`config.mk`:
```
export PLATFORM = sky130hd
export DESIGN_NAME = syn_gpu_job_dispatcher_flat
export DESIGN_NICKNAME = d
export VERILOG_FILES = /design/src/rtl/syn_gpu_pkg.sv /design/src/rtl/syn_gpu_core_job_intf.sv /design/src/rtl/syn_gpu_job_wdog.sv /design/src/rtl/syn_gpu_job_dispatcher.sv /design/src/flat_wrapper.sv
export SDC_FILE = /design/constraint.sdc
export NUM_CORES = 1
export LEC_CHECK = 0
export ABC_AREA = 1
export CORE_MARGIN = 8
export CORE_UTILIZATION = 43
export CTS_BUF_LIST = sky130_fd_sc_hd__clkbuf_8
export DETAILED_ROUTE_END_ITERATION = 10
export PLACE_DENSITY = 0.89
export SETUP_SLACK_MARGIN = 0.5
export SLEW_MARGIN = 20
export SYNTH_ARGS = -nofsm -noshare
export SYNTH_HDL_FRONTEND = slang
export SYNTH_HIERARCHICAL = 1
export SYNTH_SLANG_ARGS = --single-unit
```
`constraint.sdc`:
```
create_clock -name clk_ir -period 4.17 [get_ports clk_ir]
set_input_delay 0.417 -clock clk_ir [delete_from_list [all_inputs] [get_ports clk_ir]]
set_output_delay 0.417 -clock clk_ir [all_outputs]
set_load 0.05 [all_outputs]
```
`src/rtl/syn_gpu_pkg.sv`:
```
// Shared job descriptors, job-type codes and dispatcher state encoding
// for the GPU job dispatcher slice.
package syn_gpu_pkg;

   typedef struct packed {
      logic [11:0] x0;
      logic [11:0] y0;
      logic [11:0] x1;
      logic [11:0] y1;
      logic [23:0] color;
   } gpu_draw_job_t;

   typedef struct packed {
      logic [11:0] x;
      logic [11:0] y;
      logic [11:0] w;
      logic [11:0] h;
      logic [23:0] color;
   } gpu_fill_job_t;

   typedef enum logic [1:0] {
      JOB_DRAW  = 2'd0,
      JOB_FILL  = 2'd1,
      JOB_RSVD2 = 2'd2,
      JOB_RSVD3 = 2'd3
   } job_type_e;

   typedef enum logic [2:0] {
      IDLE,
      ISSUE_EUC,
      WAIT_EUC,
      ISSUE_PIC,
      WAIT_PIC
   } gpu_state_e;

endpackage

```
`src/rtl/syn_gpu_core_job_intf.sv`:
```
// Job hand-off between the dispatcher (master) and the euclid/picasso
// engines: start strobe and descriptor out, busy/done back.
interface syn_gpu_core_job_intf;

   logic                       euclid_job_start;
   syn_gpu_pkg::gpu_draw_job_t euclid_job_data;
   logic                       euclid_busy;
   logic                       euclid_job_done;

   logic                       picasso_job_start;
   syn_gpu_pkg::gpu_fill_job_t picasso_job_data;
   logic                       picasso_busy;
   logic                       picasso_job_done;

   modport master (
      output euclid_job_start, euclid_job_data,
      input  euclid_busy, euclid_job_done,
      output picasso_job_start, picasso_job_data,
      input  picasso_busy, picasso_job_done
   );

   modport slave (
      input  euclid_job_start, euclid_job_data,
      output euclid_busy, euclid_job_done,
      input  picasso_job_start, picasso_job_data,
      output picasso_busy, picasso_job_done
   );

endinterface

```
`src/rtl/syn_gpu_job_wdog.sv`:
```
// Engine watchdog: counts enabled cycles since the last clear and flags
// expiry on the cycle the count would reach the limit.
module syn_gpu_job_wdog #(
   parameter int unsigned W = 12
) (
   input  logic         clk,
   input  logic         rst,
   input  logic         clear,
   input  logic         enable,
   input  logic [W-1:0] limit,
   output logic         expire
);

   logic [W-1:0] count;

   always_ff @(posedge clk) begin
      if (rst || clear) begin
         count <= '0;
      end else if (enable) begin
         count <= count + W'(1);
      end
   end

   // Expiry is flagged during the limit-th enabled cycle itself.
   assign expire = enable && ((count + W'(1)) == limit);

endmodule

```
`src/rtl/syn_gpu_job_dispatcher.sv`:
```
// Accepts host draw/fill jobs and issues them to the euclid/picasso engines.
// Optional watchdog timeout enabled by defining SYN_GPU_JOB_TIMEOUT_EN.
module syn_gpu_job_dispatcher
   import syn_gpu_pkg::*;
#(
   parameter int unsigned JOB_TIMEOUT_CYC = 4095
) (
   input  logic                        clk_ir,
   input  logic                        rst_il,
   input  logic                        job_valid_i,
   input  logic [1:0]                  job_type_i,
   input  gpu_draw_job_t               job_draw_i,
   input  gpu_fill_job_t               job_fill_i,
   output logic                        job_ready_o,
   syn_gpu_core_job_intf.master        job_intf,
   output logic                        core_busy_o,
   output logic                        core_done_o,
   output logic [1:0]                  core_err_o
);

   gpu_state_e    state, state_nxt;
   gpu_draw_job_t euc_data;
   gpu_fill_job_t pic_data;
   logic          euc_start, pic_start;
   logic          load_euc, load_pic;
   logic          done_nxt;
   logic [1:0]    err_nxt;
   logic          timeout;

   always_comb begin
      state_nxt   = state;
      job_ready_o = 1'b0;
      euc_start   = 1'b0;
      pic_start   = 1'b0;
      load_euc    = 1'b0;
      load_pic    = 1'b0;
      done_nxt    = 1'b0;
      err_nxt     = '0;
      case (state)
         IDLE: begin
            job_ready_o = 1'b1;
            if (job_valid_i) begin
               case (job_type_i)
                  JOB_DRAW: begin load_euc = 1'b1; state_nxt = ISSUE_EUC; end
                  JOB_FILL: begin load_pic = 1'b1; state_nxt = ISSUE_PIC; end
                  default:  err_nxt[0] = 1'b1;
               endcase
            end
         end
         ISSUE_EUC: if (!job_intf.euclid_busy) begin
            euc_start = 1'b1;
            state_nxt = WAIT_EUC;
         end
         ISSUE_PIC: if (!job_intf.picasso_busy) begin
            pic_start = 1'b1;
            state_nxt = WAIT_PIC;
         end
         // Done outranks a coincident watchdog expiry.
         WAIT_EUC: if (job_intf.euclid_job_done) begin
            done_nxt  = 1'b1;
            state_nxt = IDLE;
         end else if (timeout) begin
            err_nxt[1] = 1'b1;
            state_nxt  = IDLE;
         end
         WAIT_PIC: if (job_intf.picasso_job_done) begin
            done_nxt  = 1'b1;
            state_nxt = IDLE;
         end else if (timeout) begin
            err_nxt[1] = 1'b1;
            state_nxt  = IDLE;
         end
         default: state_nxt = IDLE;
      endcase
   end

   always_ff @(posedge clk_ir) begin
      if (rst_il) begin
         state       <= IDLE;
         euc_data    <= '0;
         pic_data    <= '0;
         core_done_o <= 1'b0;
         core_err_o  <= '0;
      end else begin
         state       <= state_nxt;
         core_done_o <= done_nxt;
         core_err_o  <= err_nxt;
         if (load_euc) euc_data <= job_draw_i;
         if (load_pic) pic_data <= job_fill_i;
      end
   end

`ifdef SYN_GPU_JOB_TIMEOUT_EN
   localparam int unsigned WD_W = $clog2(JOB_TIMEOUT_CYC + 1);

   logic in_wait;
   logic enter_wait;

   assign in_wait    = (state == WAIT_EUC) || (state == WAIT_PIC);
   assign enter_wait = euc_start || pic_start;

   syn_gpu_job_wdog #(
      .W (WD_W)
   ) u_wdog (
      .clk    (clk_ir),
      .rst    (rst_il),
      .clear  (enter_wait),
      .enable (in_wait),
      .limit  (WD_W'(JOB_TIMEOUT_CYC)),
      .expire (timeout)
   );
`else
   assign timeout = 1'b0;
`endif

   assign core_busy_o                = (state != IDLE);
   assign job_intf.euclid_job_start  = euc_start;
   assign job_intf.euclid_job_data   = euc_data;
   assign job_intf.picasso_job_start = pic_start;
   assign job_intf.picasso_job_data  = pic_data;

endmodule

```
`src/flat_wrapper.sv`:
```
// flat-port wrapper written by rule: the top's interface ports become plain ports
module syn_gpu_job_dispatcher_flat import syn_gpu_pkg::*;
#(
   parameter int unsigned JOB_TIMEOUT_CYC = 4095
)
  (clk_ir, rst_il, job_valid_i, job_type_i, job_draw_i, job_fill_i, job_ready_o, core_busy_o, core_done_o, core_err_o, job_intf_euclid_job_start, job_intf_euclid_job_data, job_intf_euclid_busy, job_intf_euclid_job_done, job_intf_picasso_job_start, job_intf_picasso_job_data, job_intf_picasso_busy, job_intf_picasso_job_done);
  syn_gpu_core_job_intf job_intf_i ();
  input  logic clk_ir;
  input  logic rst_il;
  input  logic job_valid_i;
  input  logic [1:0] job_type_i;
  input  gpu_draw_job_t job_draw_i;
  input  gpu_fill_job_t job_fill_i;
  output logic job_ready_o;
  output logic core_busy_o;
  output logic core_done_o;
  output logic [1:0] core_err_o;
  output wire logic [$bits(job_intf_i.euclid_job_start)-1:0] job_intf_euclid_job_start;
  output wire logic [$bits(job_intf_i.euclid_job_data)-1:0] job_intf_euclid_job_data;
  input wire logic [$bits(job_intf_i.euclid_busy)-1:0] job_intf_euclid_busy;
  input wire logic [$bits(job_intf_i.euclid_job_done)-1:0] job_intf_euclid_job_done;
  output wire logic [$bits(job_intf_i.picasso_job_start)-1:0] job_intf_picasso_job_start;
  output wire logic [$bits(job_intf_i.picasso_job_data)-1:0] job_intf_picasso_job_data;
  input wire logic [$bits(job_intf_i.picasso_busy)-1:0] job_intf_picasso_busy;
  input wire logic [$bits(job_intf_i.picasso_job_done)-1:0] job_intf_picasso_job_done;
  assign job_intf_euclid_job_start = job_intf_i.euclid_job_start;
  assign job_intf_euclid_job_data = job_intf_i.euclid_job_data;
  assign job_intf_i.euclid_busy = job_intf_euclid_busy;
  assign job_intf_i.euclid_job_done = job_intf_euclid_job_done;
  assign job_intf_picasso_job_start = job_intf_i.picasso_job_start;
  assign job_intf_picasso_job_data = job_intf_i.picasso_job_data;
  assign job_intf_i.picasso_busy = job_intf_picasso_busy;
  assign job_intf_i.picasso_job_done = job_intf_picasso_job_done;
  syn_gpu_job_dispatcher #(.JOB_TIMEOUT_CYC(JOB_TIMEOUT_CYC)) u_core (.clk_ir(clk_ir), .rst_il(rst_il), .job_valid_i(job_valid_i), .job_type_i(job_type_i), .job_draw_i(job_draw_i), .job_fill_i(job_fill_i), .job_ready_o(job_ready_o), .job_intf(job_intf_i), .core_busy_o(core_busy_o), .core_done_o(core_done_o), .core_err_o(core_err_o));
endmodule
```
==> results_dict.tcl, run 1 <==
set metrics [dict create \
    power.density_nw_per_um2 481 \
    synth_cell_types 26 \
    synthArstFlopShare_pct 0 \
    fin_skew_ns 0.00921 \
    cts_max_level 4 \
    vdd_drop_max_v 0.000288 \
    startpoint "u_core/state[1]" \
    slew-limit-headroom_pct 48.5 \
    postCtsSetupRepairBufs 0 \
    io_pins 304 \
    hp-start "u_core/job_intf.euclid_job_data[42]" \
    viasPerCell 4.92 \
    multi_input_area_um2 2090 \
    crit_type "flop to output port" \
    cp.arrival_ns 2.28 \
    rr_endpoint "u_core/job_intf.picasso_job_data[55]" \
    cts_tree "built" \
    cp-end-kind "output port" \
    grt_pass1_wl_um 29000 \
    area_growth_syn_to_layout_pct 63.5 \
    hold_ws_ns 0.461 \
    core_um2 12400 \
    r2r_cells 7 \
    io_buffer_count 302 \
    overflow 0 \
    routabilityCongestion 0.776 \
    comb_power_share_pct 34.6 \
    hp-class "flop to flop" \
    finalHoldViolCount 0 \
    grt_pass1_vias 5453 \
    synth.most_common_cell "nor2_1" \
    hold_end "u_core/job_intf.euclid_job_data[42]" \
    ant_nets 0 \
    fin_setup_tns_ns 0 \
    synth.yosys.seq_area_share_pct 55.4 \
    total_power_mw 4.23 \
    synth_top_area_cell "dfxtp_1" \
    grt_max_degree 75 \
    antenna_found_initial 0 \
    antenna_cells 0 \
    clk_latency_ns 0.43 \
    syn_nets 833 \
    cts_made_buffers 17 \
    netlist_area_um2 5390 \
    worst_pin_slew_ns 0.772 \
    root_buffer "clkbuf_8" \
    nNetsFinal 1108 \
    synthTopCellsByCount "151 x nor2_1, 149 x dfxtp_1, 80 x nand2_1" \
    clkTransAtPathRegs_ns 0.08 \
    rows 41 \
    vias 5607 \
    die_width_um 128 \
    cts_resized 0 \
    r2r_setup_slack_ns 2.16 \
    ys_top_cells_by_area "dfxtp_1 55%, nor2_1 11%, nand3_1 7.2%" \
    required_ns 3.75 \
    cts_hold_buf 0 \
    grtUsageTotal_pct 22.4 \
    post-route-drc-count 0 \
    place_hpwl_um 13100 \
    p_clk_share_pct 26.8 \
    run_status "finished, final reports clean" \
    n_fill_cell 934 \
    die-area_um2 16400 \
    min_path_cells 2 \
    clk_path_buf_depth 2 \
    ys_ff_latch 149 \
    ff_latch_area_um2 2980 \
    synth_edf_count 0 \
    synth.avg_cell_area_um2 7.92 \
    fmaxAchievable_ghz 0.371 \
    cts_sinks 149 \
    first_iter_violations 457 \
    maxCapViolCount 0 \
    r2r-start "u_core/state[0]" \
    wl_per_cell_um 16.6 \
    period_minus_slack_ns 2.70 \
    netlist_instances 680 \
    die_y_um 128 \
    slew_violations 0 \
    rsz0062_at_grt "no" \
    p_int_mw 2.64 \
    initial_utilization_pct 43.4 \
    finalCritPeriodShare_pct 64.7 \
    synthFlopType "dfxtp_1" \
    path_max_fanout 7 \
    p_leak_nw 3.31 \
    wl_um 18900 \
    critPathLaunchType "flop" \
    p_seq_share_pct 38.6 \
    switching_share_pct 37.7 \
    yosys_warnings 6 \
    drtPass1Iterations 5 \
    p_sw_mw 1.60 \
    synth_top_area_share_pct 55.4 \
    drive_gt1_share_pct 4.86 \
    setup_viol 0 \
]
==> final cells by class <==
type | instances | area share (%)
inverters | 10 | 0.426
repair buffers | 309 | 34.9
well taps | 172 | 2.44
flip-flops and latches | 149 | 33.9
clock buffers | 18 | 2.81
multi-input cells | 468 | 23.7
clock inverters | 14 | 1.83
==> layout by cell type (no fill, tap or decap), types with 7 or more instances in the layout <==
cell type,Yosys,routed
a21oi_1,74,74
buf_4,1,7
clkbuf_8,0,18
clkdlybuf4s50_1,0,301
dfxtp_1,149,149
inv_1,9,8
nand2_1,80,79
nand3_1,78,78
nor2_1,151,151
o21ai_0,55,55
o21ai_1,18,18
==> power groups by stage <==
stage | sequential [mW] | clock [mW] | combinational, mW
2_1_floorplan | 2.08 | 0 | 0.524
6_report | 1.64 | 1.13 | 1.46
5_1_grt | 1.65 | 1.22 | 1.56
4_1_cts | 1.63 | 1.16 | 1.47
3_3_place_gp | 1.66 | 0 | 1.46
3_5_place_dp | 1.67 | 0 | 1.47
==> stage by stage <==
stage	area, um2	worst slack [ns]	utilization (%)	std cells
after floorplan	5390	2.39	-	680
after global placement	8400	1.77	67.6	1108
after CTS	8800	1.44	70.9	1140
after global routing	8800	1.38	70.9	1140
final	8800	1.47	70.9	1140
after detailed placement	8400	1.77	67.6	1108
==> worst max-delay path, cell delays in order, from the launching register on <==
cell and delay, ns:
dfxtp_1 0.50, nand2_1 0.09, nor2_1 0.10, inv_1 0.04, or2_2 0.28, inv_1 0.05, clkdlybuf4s50_1 0.79
==> how the worst max path moves through the flow <==
stage                            endpoint
2_1_floorplan                 job_ready_o
3_3_place_gp   job_intf_picasso_job_start
3_5_place_dp   job_intf_picasso_job_start
4_1_cts        job_intf_picasso_job_start
5_1_grt        job_intf_picasso_job_start
6_report       job_intf_picasso_job_start
==> logic make-up (layout without fill, tap and decap cells) <==
kind of cell | count (synthesis) | in the layout | synth area share [%]
DFF | 149 | 149 | 55.4
other | 1 | 1 | 0.0696
and+or+nand+nor | 319 | 319 | 24.8
buffers and inverters | 63 | 351 | 5.95
AOI/OAI and AO/OA | 148 | 148 | 13.8
==> routing by layer <==
metal,global-route usage [%],up-vias,wire (um)
li1,-,2785,-
met1,25.1,2524,7420
met2,34.9,265,8580
met3,11.4,33,2340
met4,10.3,0,558
met5,0,-,0
==> registers in the layout, summed over array words and instances (netlist names) <==
register                          flops
u_core/state                          3
u_core/job_intf.euclid_job_data      72
u_core/core_err_o                     1
u_core/job_intf.picasso_job_data     72
u_core/core_done_o                    1
No activity file was read; power rests on OpenSTA's default activity.
==> run 2: changes to the inputs <==
--- a/config.mk
+++ b/config.mk
@@ -7,10 +7,10 @@
 export LEC_CHECK = 0
 export ABC_AREA = 1
 export CORE_MARGIN = 8
-export CORE_UTILIZATION = 43
+export CORE_UTILIZATION = 40
 export CTS_BUF_LIST = sky130_fd_sc_hd__clkbuf_8
 export DETAILED_ROUTE_END_ITERATION = 10
-export PLACE_DENSITY = 0.89
+export PLACE_DENSITY = 0.83
 export SETUP_SLACK_MARGIN = 0.5
 export SLEW_MARGIN = 20
 export SYNTH_ARGS = -nofsm -noshare
==> constraint.sdc (replaced) <==
create_clock -name clk_ir -period 2.6 [get_ports clk_ir]
set_input_delay 0.26 -clock clk_ir [delete_from_list [all_inputs] [get_ports clk_ir]]
set_output_delay 0.26 -clock clk_ir [all_outputs]
set_load 0.05 [all_outputs]
==> run 2 against run 1 <==
Net effect: total power is 61% higher; wire length is 0.87% higher; setup slack worse by 0.84 ns; final area is 0.63% higher; critical path type unchanged; critical endpoint is now core_busy_o; highest routed layer unchanged.
==> results_dict.tcl, run 2 (same netlist as run 1, synthesis figures left out) <==
set metrics [dict create \
    antenna_cells 0 \
    clk_path_buf_depth 2 \
    grtUsageMet1_pct 24.2 \
    postCtsSetupRepairBufs 0 \
    cts_made_buffers 17 \
    n_fill_cell 1045 \
    final_cells 1151 \
    hold_ws_ns 0.390 \
    slew-limit-headroom_pct 47.6 \
    antenna_found_initial 0 \
    cts_max_level 4 \
    grt_pass1_wl_um 30200 \
    path_max_fanout 6 \
    drive_gt1_share_pct 5.74 \
    total_power_mw 6.81 \
    period_minus_slack_ns 1.97 \
    fmaxAchievable_ghz 0.507 \
    grt_max_degree 76 \
    placed_cells 1119 \
    io_pins 304 \
    rsz0062_at_grt "no" \
    met2_usage_pct 33.5 \
    routabilityCongestion 0.789 \
    power.density_nw_per_um2 768 \
    area_growth_syn_to_layout_pct 64.5 \
    cts_sinks 149 \
    post-route-drc-count 0 \
    ant_nets 0 \
    cts_tree "built" \
    clkTransAtPathRegs_ns 0.08 \
    layout_commonest_cell "clkdlybuf4s50_1" \
    grt_pass1_vias 5676 \
    use_met3_pct 10.9 \
    vdd_drop_max_v 0.000408 \
    overflow 0 \
    critPathLaunchType "flop" \
    io_buffer_count 302 \
    hp-start "job_draw_i[52]" \
    wl_um 19100 \
    grtUsageTotal_pct 21.4 \
    p_leak_nw 3.36 \
    hp-class "input pin to flop" \
    required_ns 2.34 \
    cts_hold_buf 0 \
    place_hpwl_um 13800 \
    root_buffer "clkbuf_8" \
    busiest_layer "met2" \
    cp.arrival_ns 1.71 \
    drtPass1Iterations 5 \
    startpoint "u_core/state[2]" \
    fin_setup_tns_ns 0 \
    rows 42 \
    run_status "finished, final reports clean" \
    fin_skew_ns 0.00912 \
    wl_per_cell_um 16.6 \
    die_y_um 132 \
    viasPerCell 4.94 \
    fin_util_pct 67.2 \
    core_um2 13200 \
    crit_type "flop to output port" \
    die-area_um2 17400 \
    nNetsFinal 1115 \
    slew_violations 0 \
    initial_utilization_pct 40.8 \
    mostFrequentLayoutCells "297 x clkdlybuf4s50_1, 151 x nor2_1, 147 x dfxtp_1, 79 x nand2_1, 78 x nand3_1" \
    cts_resized 6 \
    maxCapViolCount 0 \
    worst_pin_slew_ns 0.786 \
    finalCritPeriodShare_pct 75.8 \
    r2r-start "u_core/state[2]" \
    cp-end-kind "output port" \
    finalHoldViolCount 0 \
    clk_latency_ns 0.44 \
    setup_viol 0 \
    die_width_um 132 \
    vias 5688 \
    first_iter_violations 334 \
]
==> run 2: cell types whose count changed in the layout (fill, tap and decap cells not counted), sizes merged <==
cell           change
clkdlybuf4s50      -4
buf                +7
dlygate4sd2        +2
clkdlybuf4s15      +1
clkbuf             +1
inv                +3
clkinv             -3
==> run 2: worst paths after layout <==
path,slack (ns),to,cells after the start
worst max-delay path,0.63,core_busy_o,3
worst min-delay path,0.39,u_core/job_intf.euclid_job_data[52],3
worst max register to register,0.89,u_core/job_intf.euclid_job_data[60],7
worst min register to register,0.46,u_core/job_intf.euclid_job_data[28],2
==> run 2: routing by layer <==
| layer | up-vias | routed length (um) | part of all wire, % |
|---|---|---|---|
| li1 | 2794 | - | - |
| met1 | 2605 | 7700 | 40 |
| met2 | 260 | 8640 | 45 |
| met3 | 29 | 2230 | 12 |
| met4 | 0 | 478 | 2.5 |
| met5 | - | 0 | 0 |
==> run 2: worst max-delay path, stage by stage (launching register included) <==
cell and delay [ns]:
dfxtp_1 0.41, inv_1 0.13, nand2_2 0.18, dlygate4sd2_1 0.56
==> run 2: layout make-up <==
cell class	instances	area, um2	share of cell area [%]
tap	176	220	2.49
clock inverter	14	163	1.84
clock buffer	18	248	2.80
multi-input combinational	468	2090	23.6
sequential	149	2990	33.7
timing repair buffer	316	3120	35.2
inverter	10	37.5	0.424
==> run 2: stage by stage <==
step	cell area [um2]	worst slack (ns)
2_1_floorplan	5390	0.921
3_3_place_gp	8450	0.493
3_5_place_dp	8450	0.505
4_1_cts	8860	0.277
5_1_grt	8860	0.510
6_report	8860	0.629
==> run 2: report_power, final <==
part	leakage (nW)	internal, mW	switching [mW]	total [mW]
clock network	0.205	0.967	0.855	1.82
registers	1.21	2.50	0.130	2.63
logic	1.95	0.779	1.58	2.36
total	3.36	4.24	2.56	6.81
==> run 3: changes to the inputs <==
==> constraint.sdc (replaced) <==
create_clock -name clk_ir -period 1.96 [get_ports clk_ir]
set_input_delay 0.196 -clock clk_ir [delete_from_list [all_inputs] [get_ports clk_ir]]
set_output_delay 0.196 -clock clk_ir [all_outputs]
set_load 0.05 [all_outputs]
==> run 3 against run 2 <==
Net effect: cell count up 2.7%; via count up 6.8%; critical path depth up 3; global-route usage up 1.3 points; die area unchanged; total power up 52%; final area up 13%; clock skew up 0.0081 ns; largest cell class unchanged; largest power group is now combinational cells; highest routed layer unchanged.
==> results_dict.tcl, run 3 (same netlist as run 1, synthesis figures left out) <==
set metrics [dict create \
    fin_util_pct 76.0 \
    antenna_found_initial 0 \
    grt_pass1_wl_um 31400 \
    cp-end-kind "output port" \
    hold_ws_ns 0.269 \
    die_y_um 132 \
    required_ns 1.76 \
    n_fill_cell 891 \
    slew-limit-headroom_pct 62.8 \
    fin_setup_tns_ns 0 \
    wl_per_cell_um 19.6 \
    finalCritPeriodShare_pct 82.8 \
    area_growth_syn_to_layout_pct 86.1 \
    fin_ws_ns 0.338 \
    place_hpwl_um 14100 \
    dpl_cell_area_um2 8540 \
    worst_pin_slew_ns 0.559 \
    overflow 0 \
    rows 42 \
    run_status "finished, final reports clean" \
    maxCapViolCount 0 \
    drive_gt1_share_pct 29.7 \
    path_max_fanout 3 \
    cts_max_level 4 \
    nNetsFinal 1146 \
    cts_tree "built" \
    first_iter_violations 397 \
    antenna_cells 0 \
    ff_latch_area_um2 2990 \
    p_leak_nw 3.78 \
    grt_max_degree 54 \
    core_um2 13200 \
    post-route-drc-count 0 \
    critPathLaunchType "flop" \
    period_minus_slack_ns 1.62 \
    ant_nets 0 \
    hp-class "input pin to flop" \
    clkTransAtPathRegs_ns 0.08 \
    setup_viol 0 \
    mostFrequentLayoutCells "151 x clkdlybuf4s50_1, 146 x dfxtp_1, 142 x clkdlybuf4s15_2, 100 x nor2_1, 79 x nand2_1" \
    routabilityCongestion 0.772 \
    fin_skew_ns 0.0172 \
    rsz0062_at_grt "yes" \
    drtPass1Iterations 4 \
    fin_area_um2 10000 \
    vias 6075 \
    initial_utilization_pct 40.8 \
    wl_um 23100 \
    finalHoldViolCount 0 \
    cts_made_buffers 17 \
    root_buffer "clkbuf_8" \
    die-area_um2 17400 \
    power.density_nw_per_um2 1030 \
    fmaxAchievable_ghz 0.617 \
    vdd_drop_max_v 0.000571 \
    layout_commonest_cell "clkdlybuf4s50_1" \
    place_ws_ns 0.0651 \
    crit_type "flop to output port" \
    grtUsageTotal_pct 22.7 \
    multi_input_area_um2 2360 \
    clk_latency_ns 0.43 \
    slew_violations 0 \
    io_pins 304 \
    io_buffer_count 302 \
    die_width_um 132 \
    viasPerCell 5.14 \
    grt_pass1_vias 5684 \
    cp.arrival_ns 1.43 \
    clk_path_buf_depth 2 \
    cts_sinks 149 \
]
-- run 3: cell types whose count changed in the layout (fill, tap and decap cells not counted), sizes merged --
cell           change
clkdlybuf4s18      +1
clkinv             +1
buf               +26
bufbuf             +1
inv                -1
clkinvlp           -4
bufinv             +2
clkdlybuf4s15    +141
clkdlybuf4s50    -146
dlygate4sd2        -2
clkbuf            +12
-- run 3: through the flow --
step	power [mW]	std cells
after detailed placement	6.80	1121
after CTS	9.84	1162
after global placement	6.76	1121
final	10.3	1182
after global routing	10.8	1182
after floorplan	5.60	680
-- run 3: final cells by class --
type | instances | area share, %
Clock buffer | 21 | 2.88
Clock inverter | 11 | 1.80
Inverter | 10 | 0.574
Multi-Input combinational cell | 468 | 23.5
Sequential cell | 149 | 29.9
Tap cell | 176 | 2.20
Timing Repair Buffer | 346 | 39.1
Timing Repair inverter | 1 | 0.112
-- run 3: repair_timing --
action / CTS / global route
setup buffers: 7 / 5
pin swaps: 3 / 15
resized for setup: 461 / 108
hold buffers: 0 / 0
gates cloned: 2 / 15
endpoints found under the setup margin: 279 / 133
hold endpoints to repair: 0 / 0
-- run 3: critical path: stages, from the launching register on --
cell and delay [ns]:
dfxtp_4 0.37, nand2_1 0.05, nor2_1 0.09, inv_1 0.06, or2_4 0.23, inv_2 0.07
buf_12 0.13
-- run 3: per-layer routing --
layer	GRT usage (%)	up-vias	share of wire, %
met5	0	-	0
met4	6.96	0	2.2
met3	11.7	36	11
met2	36.5	295	49
met1	25.5	2877	38
li1	-	2867	-
-- run 3: path summary, 6_finish.rpt --
path | depth (start not counted) | start | slack, ns | endpoint
min reg2reg | 2 | u_core/job_intf.euclid_job_data[37] | 0.46 | u_core/job_intf.euclid_job_data[37]
max reg2reg | 8 | u_core/state[1] | 0.38 | u_core/job_intf.picasso_job_data[1]
min | 3 | rst_il | 0.27 | u_core/job_intf.euclid_job_data[63]
max | 6 | u_core/state[1] | 0.34 | job_intf_picasso_job_start
-- run 3: report_power, final --
part / internal (mW) / leakage [nW] / total (mW) / switching (mW)
Combinational: 1.62 / 2.32 / 4.07 / 2.45
Sequential: 3.32 / 1.21 / 3.49 / 0.169
Clock: 1.64 / 0.250 / 2.77 / 1.13
